$ cat config.mk
export PLATFORM = sky130hd
export DESIGN_NAME = systolic_result_drain
export DESIGN_NICKNAME = d
export VERILOG_FILES = /design/src/rtl/mm_pkg.sv /design/src/rtl/drain_deskew_buf.sv /design/src/rtl/systolic_result_drain.sv
export SDC_FILE = /design/constraint.sdc
export NUM_CORES = 1
export LEC_CHECK = 0
export CAP_MARGIN = 20
export CORE_MARGIN = 2
export CORE_UTILIZATION = 59
export DETAILED_ROUTE_END_ITERATION = 10
export GPL_TIMING_DRIVEN = 0
export HOLD_SLACK_MARGIN = 0.15
export PLACE_DENSITY = 0.85
export REMOVE_ABC_BUFFERS = 1
export SYNTH_ARGS = -nofsm -noshare
export SYNTH_HDL_FRONTEND = slang
export SYNTH_HIERARCHICAL = 1
export SYNTH_SLANG_ARGS = --single-unit
$ cat constraint.sdc
create_clock -name clk -period 11.7 [get_ports clk]
set_clock_uncertainty 0.05 [all_clocks]
set_input_delay 3.51 -clock clk [delete_from_list [all_inputs] [get_ports clk]]
set_output_delay 3.51 -clock clk [all_outputs]
set_load 0.05 [all_outputs]
$ cat src/rtl/mm_pkg.sv
// Shared types and sizing helpers for the systolic matrix-multiply blocks.
package mm_pkg;

    localparam int unsigned N_DEF  = 4;
    localparam int unsigned DW_DEF = 16;

    function automatic int unsigned cnt_width(input int unsigned n);
        return $clog2(2 * n);
    endfunction

    function automatic int unsigned row_width(input int unsigned n);
        return $clog2(n);
    endfunction

    localparam int unsigned CNT_W = cnt_width(N_DEF);
    localparam int unsigned ROW_W = row_width(N_DEF);

    typedef enum logic [1:0] {
        StIdle,
        StCapture,
        StEmit
    } drain_state_t;

endpackage

$ cat src/rtl/drain_deskew_buf.sv
// N x N result buffer: skewed per-column capture and a row (or column, when
// DRAIN_TRANSPOSE_EN is defined) read mux.
module drain_deskew_buf
    import mm_pkg::*;
#(
    parameter int unsigned N  = N_DEF,
    parameter int unsigned DW = DW_DEF
) (
    input  logic                      clk,
    input  logic                      i_we,
    input  logic [cnt_width(N)-1:0]   i_cnt,
    input  logic [N*DW-1:0]           i_col,
    input  logic [row_width(N)-1:0]   i_rd_idx,
    output logic [N*DW-1:0]           o_rd_data
);

    localparam int unsigned CW = cnt_width(N);

    logic [DW-1:0] r_buf [N][N];

    // Row r of column j arrives at cnt = r + j.
    always_ff @(posedge clk) begin
        if (i_we) begin
            for (int r = 0; r < N; r++) begin
                for (int c = 0; c < N; c++) begin
                    if (i_cnt == CW'(r + c)) begin
                        r_buf[r][c] <= i_col[c*DW +: DW];
                    end
                end
            end
        end
    end

    always_comb begin
        o_rd_data = '0;
        for (int c = 0; c < N; c++) begin
`ifdef DRAIN_TRANSPOSE_EN
            o_rd_data[c*DW +: DW] = r_buf[c][i_rd_idx];
`else
            o_rd_data[c*DW +: DW] = r_buf[i_rd_idx][c];
`endif
        end
    end

endmodule

$ cat src/rtl/systolic_result_drain.sv
// Captures the skewed bottom-row result stream and emits the matrix one beat per
// handshake; DRAIN_TRANSPOSE_EN switches the beats to column-major order.
module systolic_result_drain
    import mm_pkg::*;
#(
    parameter int unsigned N  = N_DEF,
    parameter int unsigned DW = DW_DEF
) (
    input  logic                    clk,
    input  logic                    reset,
    input  logic                    enable,
    input  logic                    drain_start,
    input  logic [N*DW-1:0]         col_in,
    output logic [N*DW-1:0]         out_data,
    output logic [row_width(N)-1:0] out_row,
    output logic                    out_valid,
    input  logic                    out_ready,
    output logic                    busy,
    output logic                    done
);

    localparam int unsigned CW = cnt_width(N);
    localparam int unsigned RW = row_width(N);

    drain_state_t    r_state;
    drain_state_t    w_state_next;
    logic [CW-1:0]   r_cnt;
    logic [RW-1:0]   r_row;
    logic [N*DW-1:0] w_rd_data;
    logic            w_accept;
    logic            w_last_cap;
    logic            w_last_row;
    logic            w_we;

    assign w_accept   = (r_state == StEmit) && out_ready && enable;
    assign w_last_cap = (r_cnt == CW'(2 * N - 2));
    assign w_last_row = (r_row == RW'(N - 1));
    assign w_we       = (r_state == StCapture) && enable;

    always_ff @(posedge clk) begin
        if (!reset) begin
            r_state <= StIdle;
        end else if (enable) begin
            r_state <= w_state_next;
        end
    end

    always_comb begin
        w_state_next = r_state;
        case (r_state)
            StIdle: begin
                if (drain_start) w_state_next = StCapture;
            end
            StCapture: begin
                if (w_last_cap) w_state_next = StEmit;
            end
            StEmit: begin
                // A start on the final accept chains straight into the next capture.
                if (w_accept && w_last_row) begin
                    w_state_next = drain_start ? StCapture : StIdle;
                end
            end
            default: w_state_next = StIdle;
        endcase
    end

    always_comb begin
        out_valid = (r_state == StEmit);
        out_row   = out_valid ? r_row : '0;
        out_data  = out_valid ? w_rd_data : '0;
        busy      = (r_state != StIdle);
        done      = w_accept && w_last_row;
    end

    always_ff @(posedge clk) begin
        if (!reset) begin
            r_cnt <= '0;
            r_row <= '0;
        end else if (enable) begin
            r_cnt <= (r_state == StCapture) ? r_cnt + 1'b1 : '0;
            if (r_state != StEmit) begin
                r_row <= '0;
            end else if (w_accept) begin
                r_row <= w_last_row ? '0 : r_row + 1'b1;
            end
        end
    end

    drain_deskew_buf #(
        .N  (N),
        .DW (DW)
    ) u_buf (
        .clk       (clk),
        .i_we      (w_we),
        .i_cnt     (r_cnt),
        .i_col     (col_in),
        .i_rd_idx  (r_row),
        .o_rd_data (w_rd_data)
    );

endmodule

* Yosys cells after proc, flatten, opt, wreduce, memory -nomap -nowiden
Memory sizes are Yosys's and may differ from the RTL's. A register that Yosys moved wholly into a read port is not among the register bits.
Index checks and enable logic that the tools add are counted.
W data, S select, Z words.
** Word-level totals
- Bits in registers :: 7
- Memory bits (writable) :: 256
- Input bits :: 69
- Word-level logic and storage cells :: 63
- Memories :: 1
** Operators by class
- Add/subtract/negate cells :: 2
- Eq/ne operators :: 13
- Mux-type cells :: 34
- Reductions and logical operators :: 10
** Memories
- u_buf.r_buf :: words 4, width 64, rd ports 1, clocked after Yosys merged registers in 1, wr ports 4, line drain_deskew_buf.sv:19 : logic [DW-1:0] r_buf [N][N];
** Operators with widths (count)
- $mux W64 :: 1
- $mux W1 :: 22
- $mux W2 :: 9
- $eq A3 B3 Y1 const B :: 3
- $eq A3 B2 Y1 const B :: 2
- $ne A2 B2 Y1 const B :: 3
- $pmux W2 S3 :: 1
- $eq A2 B2 Y1 const B :: 2
- $logic_and A1 B1 Y1 :: 4
- $reduce_and A4 Y1 :: 1
- $reduce_bool A2 Y1 :: 2
- $add A3 B1 Y3 const B :: 1
- $eq A3 B1 Y1 const B :: 1
- $logic_not A3 Y1 :: 1
- $mux W3 :: 1
- $add A2 B1 Y2 const B :: 1
- $eq A2 B1 Y1 const B :: 1
- $logic_not A2 Y1 :: 1
- $ne A2 B1 Y1 const B :: 1
- $reduce_and A2 Y1 :: 1

* Logic depth before layout (Yosys ltp)
- Word-level depth :: 7
- Gate-level depth with buffers :: 5
- Gate-level depth less buffers :: 5

* Hierarchy
The synthesis kept the hierarchy.
** Modules (own cells, without submodules)
- drain_deskew_buf :: times used 1, cells each 341, area each 9379.0 sq um
- systolic_result_drain :: times used 1, cells each 117, area each 855.8 sq um

* Least setup slack after synthesis
OpenSTA, ideal clock, no wires.
- Kind :: input -> register
- Start point :: input port enable
- End point :: memory u_buf/r_buf[1][0] (netlist bit), enable pin
- Setup time :: 0.574 ns
- Data arrival time :: 8.484 ns
- Path slack :: 2.592 ns
- Stages :: 3
- Path buffers :: 0
- Cells stage by stage :: nand3b_1 inv_1 nor4bb_1
** RTL lines
- start: declaration :: line systolic_result_drain.sv:11 : input logic enable,
- end: declaration :: line drain_deskew_buf.sv:19

* Worst setup path in the final report
- Start point :: input port enable
- End point :: output port done
** Between the ends
- Longest elaborated chain between the ends :: 2
** RTL lines
- $logic_and A1 B1 Y1 :: line systolic_result_drain.sv:35 : assign w_accept = (r_state == StEmit) && out_ready && enable;
- $logic_and A1 B1 Y1 :: line systolic_result_drain.sv:72 : done = w_accept && w_last_row;
- end: declaration :: line systolic_result_drain.sv:19 : output logic done
Every way passes these cells.

==> run summary <==
status: complete, no violations
worst-case clock buffer depth: 3
die width: 136 µm
PD cells: 145 nW/µm²
Clk pwr share: 41.8%
vias in the first global route: 5,324
First-pass DRT Iterations: 4
Reg clk slew, reported paths: 0.06 ns
CP Capture Type: output pin
CP max-delay cell: clkdlybuf4s50_1
via count: 4,916
min-delay src: r_state[1]$_SDFFE_PN0P_
worst-path fanout max: 6
1st-iter DRT viols: 444
max-slew violation count: 0
Routed WL per cell: 21.6 µm
count of final setup violators: 0
Final ANT Viol Nets: 0
worst setup path class: input port to output pin
Synth Register Bits: 263
ranking of synthesized cells by area: edfxtp_1 (75%), mux4_2 (13%), and2_1 (4.3%), dfxtp_1 (1.4%), buf_12 (1.2%)
start of the worst register-to-register path: r_state[0]$_SDFFE_PN0P_
Comb power frac: 2.3%
top_reg_cell synth: edfxtp_1
clk_lat worst skew: 0.52 ns
peak supply drop: 113 µV
leakage dissipation: 4.04 nW
sequential fraction of design power: 55.9%
post-place setup slack: 2.92 ns
post-route DRC violation count: 0
Fmax achieved: 114 MHz
total gr overflow: 0
CTS Buf Count: 26
Tmin final: 8.78 ns
# H-tree levels: 1
share of cells above drive strength 1: 19.7%
largest area contributor in the netlist: edfxtp_1
Synth async-reset ratio: 0%
post_cts resized: 0
Reg2Reg Setup Slack: 9.10 ns
CTS Sinks: 263
largest net degree at the start of global routing: 44
Mapped Avg Cell Area: 22.3 µm²
GRT Total Usage: 21.1%
Seq/Total Area, Yosys: 76.5%
Worst EP arrival: 5.22 ns
Max-Cap Viols: 0
layout net count: 690
# port buffers: 137
drt via density: 5.71
Cells after Synth: 458
IO Pins: 138
# rows: 48
root buffer cell: clkbuf_16
Core Area: 17,100 µm²
critical path data required time: 8.14 ns
Die Height: 136 µm
antenna violations before repair: 0
setup ws final: 2.92 ns
number of enable flip-flop cells after synthesis: 256
R2R Path End: u_buf/r_buf[3][36]$_DFFE_PP_
WHS Endpoint: r_state[1]$_SDFFE_PN0P_
Crit path top cell by count: clkdlybuf4s50_1
smallest hold slack: 0.520 ns
RSZ-0062 raised after global routing: false
Final Hold Vio Count: 0
yosys warns: 6
Worst Hold Depth: 2
first-pass GRT wire length: 29.3 mm
global placer's final weighted congestion: 0.756
Distinct cells, synth: 33
relative slew slack: 41.0%
CTS Hold Buffers Added: 0
Initial Util: 59.8%
startpoint types: input port
Antenna diodes: 0
sw frac: 18.4%
internal power: 1.51 mW
share of Yosys cell area claimed by the top area cell type: 75.1%
max incr delay on CP: 0.79 ns
Setup Buffers After CTS: 0
final wirelength: 18.6 mm
Hold/Removal Path Class: flop to flop
worst-margin pin slew: 0.885 ns
NetSw: 342 µW
Worst Reg-to-Reg Cells: 5
hpwl dp: 11.8 mm
Period Utilization, post-route: 75.1%
crit path cell chain: clkdlybuf4s50_1 -> and3_1 -> and2_1 -> clkdlybuf4s50_1
Area growth, synth to finish: 25.0%
die footprint: 18,400 µm²
Mapped Area: 10,200 µm²
CTS tree: built
[flip-flops by register name, summed over array words and instances (netlist names)]
name / count
r_state: 2
r_row: 2
r_cnt: 3
u_buf/r_buf: 256
[power groups by stage]
stage | registers (mW) | clock network, mW | logic, mW
after floorplan | 1.06 | 0 | 0.00687
after global placement | 1.06 | 0 | 0.0380
after detailed placement | 1.06 | 0 | 0.0421
after CTS | 1.04 | 0.794 | 0.0424
after global routing | 1.04 | 0.829 | 0.0456
final | 1.04 | 0.775 | 0.0422
[cell families after synthesis]
group	count (synthesis)	synth area share, %
buffers and inverters	25	2.19
multiplexers	65	14.3
AO/OA/AOI/OAI	10	0.734
flip-flops	263	76.5
AND/OR/NAND/NOR	92	5.90
adder cells (fa/ha/maj)	3	0.367
[cell usage in the layout (no fill, tap or decap), types with 4 or more instances in the layout]
master,netlist,routed
dfxtp_1,7,5
edfxtp_1,256,256
buf_6,3,9
mux4_1,4,4
nor3b_1,4,4
clkbuf_16,0,26
and2_1,70,70
nand2_1,4,4
clkbuf_1,4,6
mux4_2,60,60
clkdlybuf4s50_1,0,137
clkinv_2,0,7
[cell type report]
class | count | area [µm²]
Multi-Input combinational cell | 170 | 2240
Clock inverter | 14 | 130
Fill cell | 945 | 4330
Sequential cell | 263 | 7840
Inverter | 3 | 11.3
Tap cell | 225 | 282
Timing Repair Buffer | 154 | 1620
Clock buffer | 32 | 673
[stage by stage]
stage | util [%] | area, µm² | setup TNS (ns) | power (mW) | instances
floorplan | - | 10000 | 0 | 1.06 | 436
global placement | 68.2 | 11700 | -129.35 | 1.10 | 798
detailed placement | 70.0 | 12000 | 0 | 1.10 | 815
CTS | 74.7 | 12800 | 0 | 1.87 | 861
global route | 74.7 | 12800 | 0 | 1.91 | 861
finish | 74.7 | 12800 | 0 | 1.85 | 861
[cell usage after synthesis, drive strengths merged (3+ instances only)]
master	number
buf	17
edfxtp	256
nor3b	4
dfxtp	7
nand2	4
and4b	3
and2	70
ha	3
clkbuf	5
nor4bb	3
inv	3
mux4	64
[worst max-delay path, delay by kind of cell]
family | cells | cell delay [ns]
buffers and inverters | 2 | 1.38
AND/OR/NAND/NOR | 2 | 0.33
[how the worst max path moves through the flow]
stage	depth (start not counted)	endpoint	start	slack (ns)
floorplan	3	u_buf/r_buf[1][0]$_DFFE_PP_	enable	2.59
global placement	4	u_buf/r_buf[3][35]$_DFFE_PP_	enable	-1.44
detailed placement	4	done	enable	2.92
CTS	4	done	enable	2.91
global route	4	done	enable	2.83
finish	4	done	enable	2.92
[routing by layer]
layer / part of all wire [%] / vias to the layer above / GRT usage (%)
li1: - / 2196 / -
met1: 40 / 2532 / 27.6
met2: 52 / 153 / 36.0
met3: 6.0 / 35 / 5.13
met4: 2.0 / 0 / 5.61
met5: 0 / - / 0
No activity file was read; power rests on OpenSTA's default activity.
